===== src/rtl/dma_pkg.sv =====
// Shared types for the DMA daisy-chain command issuer.
// Defines packet, response and command-entry structs, width constants and FSM states.
// Combinational definitions only; no latency or backpressure of its own.
package dma_pkg;

    localparam int DMA_ID_W  = 3;   // wide enough to carry out-of-range ids for error reporting
    localparam int DMA_ADDR  = 16;
    localparam int DMA_DATA  = 32;
    localparam int DMA_DLY_W = 11;

    typedef struct packed {
        logic                 valid;
        logic [DMA_ID_W-1:0]  id;
        logic [DMA_ADDR-1:0]  addr;
        logic [DMA_DLY_W-1:0] delay;
    } DMA_RPKT;

    typedef struct packed {
        logic                valid;
        logic [DMA_ID_W-1:0] id;
        logic [DMA_ADDR-1:0] addr;
        logic [DMA_DATA-1:0] data;
    } DMA_WPKT;

    typedef struct packed {
        logic                finish;
        logic [DMA_ID_W-1:0] id;
    } DMA_RESP;

    typedef struct packed {
        logic                 write;
        logic [DMA_ID_W-1:0]  id;
        logic [DMA_ADDR-1:0]  addr;
        logic [DMA_DATA-1:0]  data;
        logic [DMA_DLY_W-1:0] delay;
    } DMA_CMD;

    typedef enum logic [1:0] {
        IDLE  = 2'd0,
        ISSUE = 2'd1,
        BLOCK = 2'd2
    } issue_state_e;

endpackage


===== src/rtl/dma_cmd_fifo.sv =====
// Synchronous FIFO of host command entries with full/empty flags.
// Latency: a pushed entry is visible at head the cycle after the push edge.
// Backpressure: caller must not push when full nor pop when empty.
// Ports: clk, rst (async high), push/push_dat, pop, head, full, empty.
module dma_cmd_fifo
    import dma_pkg::*;
#(
    parameter int DEPTH = 4
) (
    input  logic   clk,
    input  logic   rst,
    input  logic   push,
    input  DMA_CMD push_dat,
    input  logic   pop,
    output DMA_CMD head,
    output logic   full,
    output logic   empty
);
    localparam int AW = $clog2(DEPTH);

    // One extra pointer bit distinguishes full from empty.
    logic [AW:0] wr_ptr_q, wr_ptr_d;
    logic [AW:0] rd_ptr_q, rd_ptr_d;
    DMA_CMD      mem_q [DEPTH];

    always_comb begin
        wr_ptr_d = wr_ptr_q;
        rd_ptr_d = rd_ptr_q;
        if (push) wr_ptr_d = wr_ptr_q + 1'b1;
        if (pop)  rd_ptr_d = rd_ptr_q + 1'b1;
    end

    always_ff @(posedge clk or posedge rst) begin
        if (rst) begin
            wr_ptr_q <= '0;
            rd_ptr_q <= '0;
        end else begin
            wr_ptr_q <= wr_ptr_d;
            rd_ptr_q <= rd_ptr_d;
        end
    end

    always_ff @(posedge clk) begin
        if (push) mem_q[wr_ptr_q[AW-1:0]] <= push_dat;
    end

    assign head  = mem_q[rd_ptr_q[AW-1:0]];
    assign empty = (wr_ptr_q == rd_ptr_q);
    assign full  = (wr_ptr_q[AW] != rd_ptr_q[AW]) && (wr_ptr_q[AW-1:0] == rd_ptr_q[AW-1:0]);

endmodule


===== src/rtl/dma_cmd_issuer.sv =====
// Head-of-chain DMA initiator: buffers host commands, issues one read/write packet per cycle,
// tracks outstanding reads per node and reports completions. Accept->packet latency 2 cycles
// from empty. Backpressure: cmd_ready=!full; a read to a busy node blocks the queue head.
// Ports: clk, rst; cmd_* host command (valid/ready); rpkt_o/wpkt_o to chain head; res_i from
// chain tail; done_valid_o/done_id_o, pending_o, busy_o, err_id_o, err_timeout_o status.
// Optional: define DMA_TIMEOUT_EN to enable the response watchdog (err_timeout_o otherwise 0).
module dma_cmd_issuer
    import dma_pkg::*;
#(
    parameter int NUM_DMA    = 4,
    parameter int FIFO_DEPTH = 4,
    parameter int TIMEOUT    = 1024
) (
    input  logic                 clk,
    input  logic                 rst,
    input  logic                 cmd_valid,
    output logic                 cmd_ready,
    input  logic                 cmd_write,
    input  logic [DMA_ID_W-1:0]  cmd_id,
    input  logic [DMA_ADDR-1:0]  cmd_addr,
    input  logic [DMA_DATA-1:0]  cmd_data,
    input  logic [DMA_DLY_W-1:0] cmd_delay,
    output DMA_RPKT              rpkt_o,
    output DMA_WPKT              wpkt_o,
    input  DMA_RESP              res_i,
    output logic                 done_valid_o,
    output logic [DMA_ID_W-1:0]  done_id_o,
    output logic [NUM_DMA-1:0]   pending_o,
    output logic                 busy_o,
    output logic                 err_id_o,
    output logic                 err_timeout_o
);
    DMA_CMD cmd_in, head;
    logic   fifo_full, fifo_empty, push, pop;

    issue_state_e        state_q, state_d;
    DMA_RPKT             rpkt_q, rpkt_d;
    DMA_WPKT             wpkt_q, wpkt_d;
    logic [NUM_DMA-1:0]  pending_q, pending_d;
    logic                done_valid_q, done_valid_d;
    logic [DMA_ID_W-1:0] done_id_q, done_id_d;
    logic                err_id_q, err_id_d;
    logic                err_to_q, err_to_d;

    // One-hot decodes; an out-of-range id shifts out to all-zero, which doubles as the range check.
    logic [NUM_DMA-1:0] head_oh, res_oh, set_vec, clr_vec;
    logic               head_ok, head_blocked, res_hit, to_clr;

    assign cmd_in = '{write: cmd_write, id: cmd_id, addr: cmd_addr, data: cmd_data, delay: cmd_delay};
    assign cmd_ready = !fifo_full && !rst;
    assign push      = cmd_valid && cmd_ready;

    dma_cmd_fifo #(.DEPTH(FIFO_DEPTH)) u_fifo (
        .clk      (clk),
        .rst      (rst),
        .push     (push),
        .push_dat (cmd_in),
        .pop      (pop),
        .head     (head),
        .full     (fifo_full),
        .empty    (fifo_empty)
    );

    assign head_oh      = NUM_DMA'(1) << head.id;
    assign head_ok      = |head_oh;
    // Uses registered pending, so a clear landing this edge releases the read next cycle.
    assign head_blocked = !head.write && |(head_oh & pending_q);
    assign res_oh       = res_i.finish ? (NUM_DMA'(1) << res_i.id) : '0;
    assign res_hit      = |(res_oh & pending_q);

`ifdef DMA_TIMEOUT_EN
    localparam int TW = ($clog2(TIMEOUT + 1) > 11) ? $clog2(TIMEOUT + 1) : 11;
    logic [TW-1:0] cnt_q, cnt_d;
`else
    logic unused_timeout;
    assign unused_timeout = ^TIMEOUT;
`endif

    always_comb begin
        state_d      = state_q;
        pop          = 1'b0;
        rpkt_d       = '0;
        wpkt_d       = '0;
        err_id_d     = 1'b0;
        set_vec      = '0;
        clr_vec      = res_hit ? res_oh : '0;
        done_valid_d = res_hit;
        done_id_d    = res_hit ? res_i.id : done_id_q;
        to_clr       = 1'b0;
        err_to_d     = err_to_q;

        case (state_q)
            IDLE: begin
                if (!fifo_empty) state_d = ISSUE;
            end
            ISSUE, BLOCK: begin
                state_d = ISSUE;
                if (fifo_empty) begin
                    state_d = IDLE;
                end else if (!head_ok) begin
                    pop      = 1'b1;
                    err_id_d = 1'b1;
                end else if (head_blocked) begin
                    state_d = BLOCK;
                end else begin
                    pop = 1'b1;
                    if (head.write) begin
                        wpkt_d = '{valid: 1'b1, id: head.id, addr: head.addr, data: head.data};
                    end else begin
                        rpkt_d  = '{valid: 1'b1, id: head.id, addr: head.addr, delay: head.delay};
                        set_vec = head_oh;
                    end
                end
            end
            default: state_d = IDLE;
        endcase

`ifdef DMA_TIMEOUT_EN
        cnt_d = cnt_q + 1'b1;
        if (res_hit || pending_q == '0) begin
            cnt_d = '0;
        end else if (cnt_q == TW'(TIMEOUT - 1)) begin
            cnt_d    = '0;
            err_to_d = 1'b1;
            to_clr   = 1'b1;
        end
`endif

        // Watchdog drops stale reads but keeps a read issued on the same edge.
        pending_d = ((to_clr ? '0 : pending_q) & ~clr_vec) | set_vec;
    end

    always_ff @(posedge clk or posedge rst) begin
        if (rst) begin
            state_q      <= IDLE;
            rpkt_q       <= '0;
            wpkt_q       <= '0;
            pending_q    <= '0;
            done_valid_q <= 1'b0;
            done_id_q    <= '0;
            err_id_q     <= 1'b0;
            err_to_q     <= 1'b0;
        end else begin
            state_q      <= state_d;
            rpkt_q       <= rpkt_d;
            wpkt_q       <= wpkt_d;
            pending_q    <= pending_d;
            done_valid_q <= done_valid_d;
            done_id_q    <= done_id_d;
            err_id_q     <= err_id_d;
            err_to_q     <= err_to_d;
        end
    end

`ifdef DMA_TIMEOUT_EN
    always_ff @(posedge clk or posedge rst) begin
        if (rst) cnt_q <= '0;
        else     cnt_q <= cnt_d;
    end
`endif

    assign rpkt_o        = rpkt_q;
    assign wpkt_o        = wpkt_q;
    assign pending_o     = pending_q;
    assign done_valid_o  = done_valid_q;
    assign done_id_o     = done_id_q;
    assign err_id_o      = err_id_q;
    assign err_timeout_o = err_to_q;
    assign busy_o        = !fifo_empty || (|pending_q);

endmodule

===== config.mk =====
export PLATFORM = sky130hd
export DESIGN_NAME = dma_cmd_issuer
export DESIGN_NICKNAME = d
export VERILOG_FILES = /design/src/rtl/dma_pkg.sv /design/src/rtl/dma_cmd_fifo.sv /design/src/rtl/dma_cmd_issuer.sv
export SDC_FILE = /design/constraint.sdc
export NUM_CORES = 1
export LEC_CHECK = 0
export ABC_CLOCK_PERIOD_IN_PS = 7850
export BUFFER_PORTS_ARGS = -buffer_cell sky130_fd_sc_hd__buf_4
export CAP_MARGIN = 40
export CORE_ASPECT_RATIO = 0.9
export CORE_MARGIN = 2
export CORE_UTILIZATION = 55
export DETAILED_ROUTE_END_ITERATION = 10
export GPL_TIMING_DRIVEN = 1
export PLACE_DENSITY = 0.86
export REMOVE_ABC_BUFFERS = 1
export SLEW_MARGIN = 20
export SYNTH_ARGS = -nofsm -noshare
export SYNTH_HDL_FRONTEND = slang
export SYNTH_SLANG_ARGS = --single-unit

===== constraint.sdc =====
create_clock -name clk -period 7.85 [get_ports clk]
set_input_delay 1.57 -clock clk [delete_from_list [all_inputs] [get_ports clk]]
set_output_delay 1.57 -clock clk [all_outputs]
set_load 0.005 [all_outputs]

==> results of run 1 <==
==> power groups by stage <==
stage | clock network [W] | registers [W] | logic (W)
4_1_cts | 0.00167 | 0.00257 | 0.00142
6_report | 0.00163 | 0.00256 | 0.00141
3_3_place_gp | 0 | 0.00263 | 0.00131
3_5_place_dp | 0 | 0.00260 | 0.00141
5_1_grt | 0.00174 | 0.00260 | 0.00153
2_1_floorplan | 0 | 0.00263 | 0.000755
==> worst max-delay path: stages <==
cell     delay (ns)
buf_4          0.12
a31oi_1        0.50
buf_4          0.22
==> flip-flops by register name, summed over array words and instances, names as in the netlist <==
register,cells
u_fifo.wr_ptr_q,3
u_fifo.rd_ptr_q,3
u_fifo.mem_q,252
state_q,2
pending_o,4
done_valid_o,1
err_id_o,1
wpkt_o,52
done_id_o,3
rpkt_o,31
==> path summary, 6_finish.rpt <==
check	to	cells past startpoint
worst max register to register	pending_o[1]$_DFF_PP0_	7
min in group asynchronous	wpkt_o[13]$_DFF_PP0_	2
worst min-delay path	u_fifo.rd_ptr_q[2]$_DFFE_PP0P_	1
max in group asynchronous	wpkt_o[11]$_DFF_PP0_	4
worst max-delay path	cmd_ready	3
worst min register to register	u_fifo.rd_ptr_q[2]$_DFFE_PP0P_	1
==> metal layers <==
metal / part of all wire, % / vias to the layer above / track usage (%) / wire length [um]
met5: 0 / - / 0 / 0
met4: 1.9 / 0 / 6.01 / 441
met3: 7.6 / 41 / 5.22 / 1800
met2: 50 / 219 / 32.5 / 11900
met1: 40 / 3165 / 27.7 / 9600
li1: - / 2653 / - / -
==> placed cells by master (no fill, tap or decap), types with 4 or more instances in the layout <==
master / instances
buf_12: 5
inv_1: 8
buf_4: 167
mux2_2: 4
and2_1: 81
clkbuf_16: 36
mux4_2: 63
ha_1: 7
clkbuf_1: 9
xor2_1: 4
nand2_1: 6
clkinv_2: 7
edfxtp_1: 252
dfrtp_1: 98
and3_4: 4
mux2i_1: 5
==> cell families after synthesis <==
| kind of cell | Yosys count | share of synthesized area (%) |
|---|---|---|
| AND/OR/NAND/NOR | 104 | 5.15 |
| XOR/XNOR | 7 | 0.485 |
| flip-flops | 352 | 79.7 |
| multiplexers | 72 | 12.0 |
| AO/OA/AOI/OAI | 15 | 0.852 |
| adder cells (fa/ha/maj) | 7 | 0.693 |
| other | 1 | 0.0297 |
| buffers and inverters | 34 | 1.10 |
==> stage by stage <==
stage | power [W] | utilization [%] | std cells | hold slack, ns
3_3_place_gp | 0.00394 | 63.1 | 1033 | 0.463
6_report | 0.00561 | 68.8 | 1104 | 0.493
4_1_cts | 0.00566 | 68.7 | 1103 | 0.497
5_1_grt | 0.00587 | 68.8 | 1104 | 0.506
3_5_place_dp | 0.00401 | 63.6 | 1039 | 0.467
2_1_floorplan | 0.00339 | - | 569 | 0.460
==> cell type report <==
type	count	area, sq um
repair buffers	174	1410
clock inverters	17	178
inverters	9	36.3
clock buffers	47	962
multi-input cells	208	2460
fillers	1403	7020
well taps	297	372
flip-flops and latches	352	10100
==> results.ini, run 1 <==
[worst_hold_path]
worst_hold_startpoint = u_fifo.rd_ptr_q[2]$_DFFE_PP0P_
hold_path_class = flop to flop

[global_routing]
antenna_violations_before_repair = 0
grt_pass1_wl_um = 36300
first_global_vias = 6481
global_route.overflow_total = 0
global_route.usage.total_pct = 20.2
grt_max_degree = 52

[yosys]
post_synth.cell_area_avg_sq_um = 21.3
ys_types = 33
synthMostInstantiatedCell = edfxtp_1
synthTopCellsByCount = 252 x edfxtp_1, 100 x dfrtp_1, 81 x and2_1
synth_sequential_area_ratio_pct = 79.7
synthesis.yosys.warnings = 0
ys_ff_latch = 352
synthTopCellsByArea = edfxtp_1 60%, dfrtp_1 20%, mux4_2 11%
postSynth.asyncResetShare_pct = 28.4
synth_cells = 592
fraction_of_synthesized_cell_area_taken_by_the_top_area_cell_type_pct = 59.9
syn_area_sq_um = 12600
ys.flop_type = edfxtp_1
yosysTopAreaCell = edfxtp_1
synth-edff-count = 252

[floorplan]
start_util_pct = 56.1
dieArea_sq_um = 24200
dieWidth_um = 164
core_box_area_sq_um = 22500
io_pins = 165
std_cell_rows = 52
dieHeight_um = 148

[timing]
layout_min_cycle_time_ns = 3.98
hold_viol_final = 0
worst_pin_slew_ns = 0.653
finalCritPeriodShare_pct = 50.7
post-route-worst-setup-slack_ns = 3.87
fin_skew_ns = 0.0254
slew_viol_final = 0
finalSetupTns_ns = 0
setup_repair_after_global_routing_missed_its_margin = false
setup_viol_count_final = 0
clock.fmax_mhz = 251
maxSlewHeadroom_pct = 56.3

[clock_tree]
cts_sinks = 352
post_cts_resize_count = 0
ctsRootBufferMaster = clkbuf_16
postCtsSetupBuffers = 0
holdBufCountCts = 0
cts-root-to-sink-buffers = 3
clock_tree.htree_level_count = 2
clk_latency_ns = 0.51
number_of_buffers_created_by_cts = 35
tritoncts_clock_tree = done
clkTransAtPathRegs_ns = 0.06

[power_and_ir_drop]
power_frac_seq_pct = 45.7
power.share.combinational_pct = 25.2
cell_internal_pwr_w = 0.00409
p_switching_w = 0.00152
power.ir.vdd_worst_mv = 0.265
power_switching_share_pct = 27.1
share_clk_of_total_power_pct = 29.1
power_leakage_nw = 6.00
cellPowerDensity_nw_per_um2 = 362

[route]
routed_wire_length_per_instance_um = 21.5
drtPass1Iterations = 4
ant_nets = 0
average_via_count_per_standard_cell = 5.51
first_iter_violations = 491
remaining_drc_errors = 0
drt-total-wl_um = 23800
via_count = 6078

[setup_path]
crit-reg2reg-launch = u_fifo.rd_ptr_q[1]$_DFFE_PP0P_
cp.arrival_ns = 2.41
worst-endpoint-required_ns = 6.28
cp_max_fo = 6
cp-start-kind = input pin
reg2reg_slack_ns = 4.85
startpoint_of_the_worst_setup_timing_path = rst
crit_path_end_kind = primary output
critPathKind = input pin to primary output

[place]
post_dp_cell_area_sq_um = 14300
place.gp.congestion = 0.735
hpwl_um = 14200
setup_slack_placement_ns = 3.90
placement.io_buffers = 163

[flow_run]
drv_cap = 0

[layout]
finalInstanceArea_sq_um = 15500
drive_above_1_share_pct = 37.5
insertedDiodeCount = 0
final_nets = 857
synthToLayoutAreaGrowth_pct = 22.6

[run_status]
status = completed

Power figures use the tool's default switching activity.
==> run 2: changes to the inputs <==
- ABC_AREA: default -> 1
- ABC_CLOCK_PERIOD_IN_PS: 7850 -> 3200
- CORE_UTILIZATION: 55 -> 52
- clock period: 7.85 -> 3.2 ns (I/O delays scaled with it)
==> results.ini, run 2 <==
[layout]
final_nets = 1217  ; +42%
largest_register_ffs = 252  ; unchanged
synthToLayoutAreaGrowth_pct = 20.8
final_core_utilization_pct = 64.3  ; -4.5 points
insertedDiodeCount = 0  ; unchanged
layout.cells.non_filler = 1474  ; +34%
final_cell_mix = 252 x edfxtp_1, 220 x nor2_1, 180 x buf_4
drive_above_1_share_pct = 22.0  ; -16 points
layout.cells.most_common = edfxtp_1

[global_routing]
groute.layer.met3.usage_pct = 5.46  ; +0.24 points
grt_pass1_wl_um = 42700  ; +18%
global_route.usage.total_pct = 21.2  ; +1.0 points
antenna_violations_before_repair = 1  ; +1
groute.layer.met2.usage_pct = 35.4  ; +2.9 points
grt_max_degree = 66  ; +27%
globalRoute.busiestLayer = met2
global_route.overflow_total = 0  ; unchanged
first_global_vias = 8233  ; +27%
grtUsageMet1_pct = 27.3  ; -0.35 points

[clock_tree]
clk_latency_ns = 0.51  ; about the same
clock_tree.htree_level_count = 2  ; unchanged
postCtsSetupBuffers = 0  ; unchanged
cts_sinks = 352  ; unchanged
clkTransAtPathRegs_ns = 0.06  ; about the same
holdBufCountCts = 0  ; unchanged
tritoncts_clock_tree = done
ctsRootBufferMaster = clkbuf_16
number_of_buffers_created_by_cts = 35  ; unchanged
cts-root-to-sink-buffers = 3  ; unchanged
post_cts_resize_count = 0  ; unchanged

[route]
ant_nets = 0  ; unchanged
first_iter_violations = 689  ; +40%
routed_wire_length_per_instance_um = 18.5  ; -14%
drtPass1Iterations = 5  ; +1
drt-total-wl_um = 27300  ; +15%
via_count = 7992  ; +31%
remaining_drc_errors = 0  ; unchanged
average_via_count_per_standard_cell = 5.42  ; -1.5%

[timing]
maxSlewHeadroom_pct = 51.8  ; -4.5 points
setup_viol_count_final = 0  ; unchanged
hold_viol_final = 0  ; unchanged
setup_repair_after_global_routing_missed_its_margin = false
fin_skew_ns = 0.0183  ; -0.00710 ns
clock.fmax_mhz = 370
finalSetupTns_ns = 0  ; unchanged
worst_pin_slew_ns = 0.723  ; +0.0704 ns
layout_min_cycle_time_ns = 2.70
slew_viol_final = 0  ; unchanged
finalCritPeriodShare_pct = 84.5

[yosys]
post_synth.cell_area_avg_sq_um = 13.3  ; -38%
synthTopCellsByCount = 252 x edfxtp_1, 224 x nor2_1, 100 x dfrtp_1
syn_area_sq_um = 12900  ; +2.4%
ys_ff_latch = 352  ; unchanged
synthTopCellsByArea = edfxtp_1 58%, dfrtp_1 19%, nor2_1 6.5%
ys_types = 28  ; -15%
synth_cells = 970  ; +64%
fraction_of_synthesized_cell_area_taken_by_the_top_area_cell_type_pct = 58.5  ; -1.4 points
synth_sequential_area_ratio_pct = 77.8  ; -1.9 points
yosysTopAreaCell = edfxtp_1
synth-edff-count = 252  ; unchanged
synthesis.yosys.warnings = 0  ; unchanged
postSynth.asyncResetShare_pct = 28.4  ; unchanged
ys.flop_type = edfxtp_1
synthMostInstantiatedCell = edfxtp_1

[power_and_ir_drop]
power.ir.vdd_worst_mv = 0.640  ; +140%
p_total_w = 0.0144  ; +160%
power_switching_share_pct = 32.5  ; +5.4 points
power.share.combinational_pct = 29.2  ; +4.0 points
cellPowerDensity_nw_per_um2 = 923  ; +150%
share_clk_of_total_power_pct = 27.6  ; -1.5 points
power_frac_seq_pct = 43.2  ; -2.5 points
cell_internal_pwr_w = 0.00974  ; +140%
power_leakage_nw = 6.31  ; +5.1%
p_switching_w = 0.00469  ; +210%

[setup_path]
crit-reg2reg-launch = u_fifo.rd_ptr_q[1]$_DFFE_PP0P_
critPathKind = flop to flop
cp_max_fo = 44  ; +38
crit_path_end_kind = flop
reg2reg_slack_ns = 0.50  ; -4.35 ns
cp-start-kind = flop
startpoint_of_the_worst_setup_timing_path = u_fifo.rd_ptr_q[1]$_DFFE_PP0P_
reg2regPathDepth = 8  ; +1
cp.arrival_ns = 2.84  ; +0.43 ns
crit-reg2reg-capture = u_fifo.mem_q[1][41]$_DFFE_PP_
setup.worst_path.end = u_fifo.mem_q[1][41]$_DFFE_PP_
worst-endpoint-required_ns = 3.33  ; -2.95 ns

[floorplan]
io_pins = 165  ; unchanged
core_box_area_sq_um = 24300  ; +8.0%
start_util_pct = 53.2  ; -2.9 points
dieArea_sq_um = 26200  ; +8.1%
std_cell_rows = 54  ; +3.8%
dieHeight_um = 154  ; +4.0%
dieWidth_um = 170  ; +4.0%

[worst_hold_path]
hold_path_class = input pin to flop

[place]
hpwl_um = 16300  ; +15%
placement.io_buffers = 163  ; unchanged
place.gp.congestion = 0.842  ; +15%
place_inst = 1411  ; +36%

[run_status]
status = completed

[flow_run]
drv_cap = 0  ; unchanged

run 2: changes by cell type after synthesis, moves of 7 or more:
cell and delta:
nand3_1 +14, a21oi_1 +56, nand2_2 +7, inv_1 +16, mux4_2 -63, o21ai_0 +94, nand2_1 +92, nor2_1 +221
buf_2 +18, buf_1 +8, and2_1 -81, a32o_1 +13
run 2: layer usage:
metal	up-vias	share of wire (%)
met5	-	0.044
met3	54	8.0
li1	3698	-
met4	2	2.4
met1	3902	40
met2	336	49
run 2: cells by family (layout without fill, tap and decap cells):
group                      Yosys count  in the layout  share of synthesized area [%]
xor gates and xnor gates             6              6                          0.406
buffers and inverters               79            273                           2.84
AOI/OAI and AO/OA                  175            175                           7.45
other                                1              3                         0.0290
and+or+nand+nor                    350            350                           10.8
adders and majority gates            7              7                          0.677
DFF                                352            352                           77.8
run 2: area by class of cell:
class                   count  area [sq um]
flip-flops and latches    352         10100
fillers                  1747          8690
multi-input cells         541          2550
repair buffers            181          1370
clock buffers              48           976
well taps                 308           385
clock inverters            15           165
inverters                  29           115
run 2: worst min-delay path by stage:
| stage | slack, ns | cells after the start | start | end |
|---|---|---|---|---|
| detailed placement | 0.48 | 1 | u_fifo.wr_ptr_q[2]$_DFFE_PP0P_ | u_fifo.wr_ptr_q[2]$_DFFE_PP0P_ |
| finish | 0.32 | 1 | cmd_addr[12] | u_fifo.mem_q[1][55]$_DFFE_PP_ |
| floorplan | 0.46 | 1 | u_fifo.wr_ptr_q[2]$_DFFE_PP0P_ | u_fifo.wr_ptr_q[2]$_DFFE_PP0P_ |
| CTS | 0.31 | 1 | cmd_addr[12] | u_fifo.mem_q[1][55]$_DFFE_PP_ |
| global placement | 0.47 | 2 | done_id_o[0]$_DFFE_PP0N_ | done_id_o[0]$_DFFE_PP0N_ |
| global route | 0.30 | 1 | cmd_addr[10] | u_fifo.mem_q[0][53]$_DFFE_PP_ |
run 2: worst max-delay path, stage by stage (launching register included):
cell and delay [ns]:
dfrtp_2 0.65, xor2_1 0.20, nor2_1 0.10, nand2_1 0.11, nand2_1 0.06, inv_1 0.07
nand2_1 0.35, nor2_4 0.20, buf_4 0.56
run 2: through the flow:
stage / hold WS [ns] / cell area, sq um / worst slack, ns
finish: 0.325 / 15600 / 0.496
global route: 0.305 / 15600 / 0.313
CTS: 0.308 / 15600 / 0.487
detailed placement: 0.481 / 14500 / 0.544
global placement: 0.469 / 14500 / 0.579
floorplan: 0.460 / 12700 / -3.16
run 2: power groups by stage:
stage | combinational (W) | sequential [W] | clock (W)
floorplan | 0.00214 | 0.00643 | 0
global placement | 0.00399 | 0.00630 | 0
detailed placement | 0.00420 | 0.00631 | 0
CTS | 0.00423 | 0.00624 | 0.00405
global route | 0.00470 | 0.00631 | 0.00424
finish | 0.00422 | 0.00623 | 0.00398
==> run 3: changes to the inputs <==
- ABC_AREA: 1 -> 0
- ABC_CLOCK_PERIOD_IN_PS: 3200 -> 2500
- CORE_UTILIZATION: 52 -> 55
- clock period: 3.2 -> 2.5 ns (I/O delays scaled with it)
==> results.ini, run 3 (same netlist as run 1, synthesis figures left out) <==
[global_routing]
global_route.usage.total_pct = 20.8  ; -0.37 points
grt_max_degree = 52  ; -21%
global_route.overflow_total = 0  ; unchanged
antenna_violations_before_repair = 0  ; -1
grt_pass1_wl_um = 37400  ; -12%
first_global_vias = 6583  ; -20%

[run_status]
status = completed

[power_and_ir_drop]
power_leakage_nw = 6.10  ; -3.4%
cellPowerDensity_nw_per_um2 = 1140  ; +23%
p_total_w = 0.0179  ; +24%
power.ir.vdd_worst_mv = 0.770  ; +20%

[layout]
filler_cell_count = 1408  ; -19%
drive_above_1_share_pct = 39.3  ; +17 points
synthToLayoutAreaGrowth_pct = 24.1
largest_register_ffs = 252  ; unchanged
final_core_utilization_pct = 69.6  ; +5.4 points
layout.cells.most_common = edfxtp_1
final_cell_mix = 252 x edfxtp_1, 180 x buf_4, 98 x dfrtp_1
final_nets = 874  ; -28%
layout.cells.non_filler = 1121  ; -24%
insertedDiodeCount = 0  ; unchanged

[clock_tree]
ctsRootBufferMaster = clkbuf_16
cts_sinks = 352  ; unchanged
clk_latency_ns = 0.51  ; about the same
clkTransAtPathRegs_ns = 0.07  ; about the same
holdBufCountCts = 0  ; unchanged
tritoncts_clock_tree = done
clock_tree.htree_level_count = 2  ; unchanged
cts-root-to-sink-buffers = 3  ; unchanged
number_of_buffers_created_by_cts = 36  ; +2.9%

[floorplan]
std_cell_rows = 52  ; -3.7%
start_util_pct = 56.1  ; +2.9 points
dieHeight_um = 148  ; -3.8%
core_box_area_sq_um = 22500  ; -7.4%
io_pins = 165  ; unchanged
dieArea_sq_um = 24200  ; -7.5%
dieWidth_um = 164  ; -3.8%

[setup_path]
worstPathCellList = xnor2_2 > nand3b_1 > buf_4 > nand2b_1 > buf_4
cp-start-kind = flop
timing.critical_path.max_delay_family = flip-flops
startpoint_of_the_worst_setup_timing_path = u_fifo.rd_ptr_q[1]$_DFFE_PP0P_
slowest_stage_cell_cp = dfrtp_4
critPathKind = flop to primary output
crit-reg2reg-launch = u_fifo.rd_ptr_q[0]$_DFFE_PP0P_
cp.arrival_ns = 1.86  ; -0.98 ns
cp_max_fo = 13  ; -70%
timing.critical_path.buf_inv = 2  ; unchanged
worst_path_largest_cell_delay_ns = 0.57  ; -0.08 ns
worst-endpoint-required_ns = 2.00  ; -1.33 ns
cpMostUsedCell = buf_4
crit_path_end_kind = primary output

[route]
drtPass1Iterations = 5  ; unchanged
drt-total-wl_um = 24400  ; -11%
average_via_count_per_standard_cell = 5.47  ; +0.87%
ant_nets = 0  ; unchanged
routed_wire_length_per_instance_um = 21.8  ; +18%
via_count = 6131  ; -23%
remaining_drc_errors = 0  ; unchanged
first_iter_violations = 577  ; -16%

[place]
placement.io_buffers = 163  ; unchanged
hpwl_um = 14900  ; -8.8%
place_inst = 1053  ; -25%
place.gp.congestion = 0.755  ; -10%

[flow_run]
drv_cap = 0  ; unchanged

[timing]
layout_min_cycle_time_ns = 2.36
finalCritPeriodShare_pct = 94.5
hold_viol_final = 0  ; unchanged
finalSetupTns_ns = 0  ; unchanged
fin_skew_ns = 0.0182  ; -0.0000462 ns
setup_repair_after_global_routing_missed_its_margin = false
setup_viol_count_final = 0  ; unchanged
clock.fmax_mhz = 423
maxSlewHeadroom_pct = 48.2  ; -3.6 points
worst_pin_slew_ns = 0.777  ; +0.0537 ns
slew_viol_final = 0  ; unchanged
fin_hold_ws_ns = 0.0203  ; -0.304 ns

[worst_hold_path]
hold_path_class = input pin to async pin

-- run 3: changes by cell type in the layout (fill, tap and decap cells not counted), sizes merged, moves of 3 or more --
cell	change
a21oi	-58
a32o	-13
and2	+81
and3	+5
buf	+9
inv	-19
mux2	+4
mux2i	+5
mux4	+63
nand2	-99
nand3	-16
nand4	-3
nor2	-222
o21ai	-96
-- run 3: layer usage --
metal | wire length (um) | vias to the layer above | global-route usage, %
li1 | - | 2694 | -
met1 | 9990 | 3140 | 28.9
met2 | 12100 | 244 | 33.7
met3 | 1750 | 53 | 4.66
met4 | 582 | 0 | 6.62
met5 | 0 | - | 0
-- run 3: final timing paths --
check                      cells after the start                             end  slack, ns
min reg2reg                                    1        done_id_o[1]$_DFFE_PP0N_       0.48
min                                            2  u_fifo.wr_ptr_q[2]$_DFFE_PP0P_       0.02
min in group clk                               1   u_fifo.mem_q[3][39]$_DFFE_PP_       0.19
max in group asynchronous                      3            wpkt_o[13]$_DFF_PP0_       1.72
max reg2reg                                    5  u_fifo.rd_ptr_q[1]$_DFFE_PP0P_       0.19
max                                            5                          busy_o       0.14
-- run 3: through the flow --
step	worst slack, ns	area [sq um]
2_1_floorplan	-2.98	12500
4_1_cts	0.0508	15600
3_3_place_gp	0.300	14500
6_report	0.137	15700
5_1_grt	0.0529	15700
3_5_place_dp	0.243	14500
-- run 3: cell type report --
| class | count | area [sq um] | share of cell area [%] |
|---|---|---|---|
| Sequential cell | 352 | 10100 | 64.3 |
| Inverter | 9 | 36.3 | 0.231 |
| Timing Repair Buffer | 190 | 1550 | 9.90 |
| Clock inverter | 17 | 168 | 1.07 |
| Clock buffer | 48 | 996 | 6.35 |
| Tap cell | 297 | 372 | 2.37 |
| Multi-Input combinational cell | 208 | 2480 | 15.8 |
-- run 3: what timing repair did --
item / CTS / global route
buffers inserted: 0 / 4
setup endpoints to repair: 1 / 4
resized for setup: 1 / 2
hold endpoints to repair: 0 / 0
-- run 3: power breakdown --
group | internal, W | leakage, nW | total, W | switching (W)
logic | 0.00253 | 1.91 | 0.00477 | 0.00224
registers | 0.00742 | 3.63 | 0.00792 | 0.000501
clock network | 0.00304 | 0.561 | 0.00517 | 0.00214
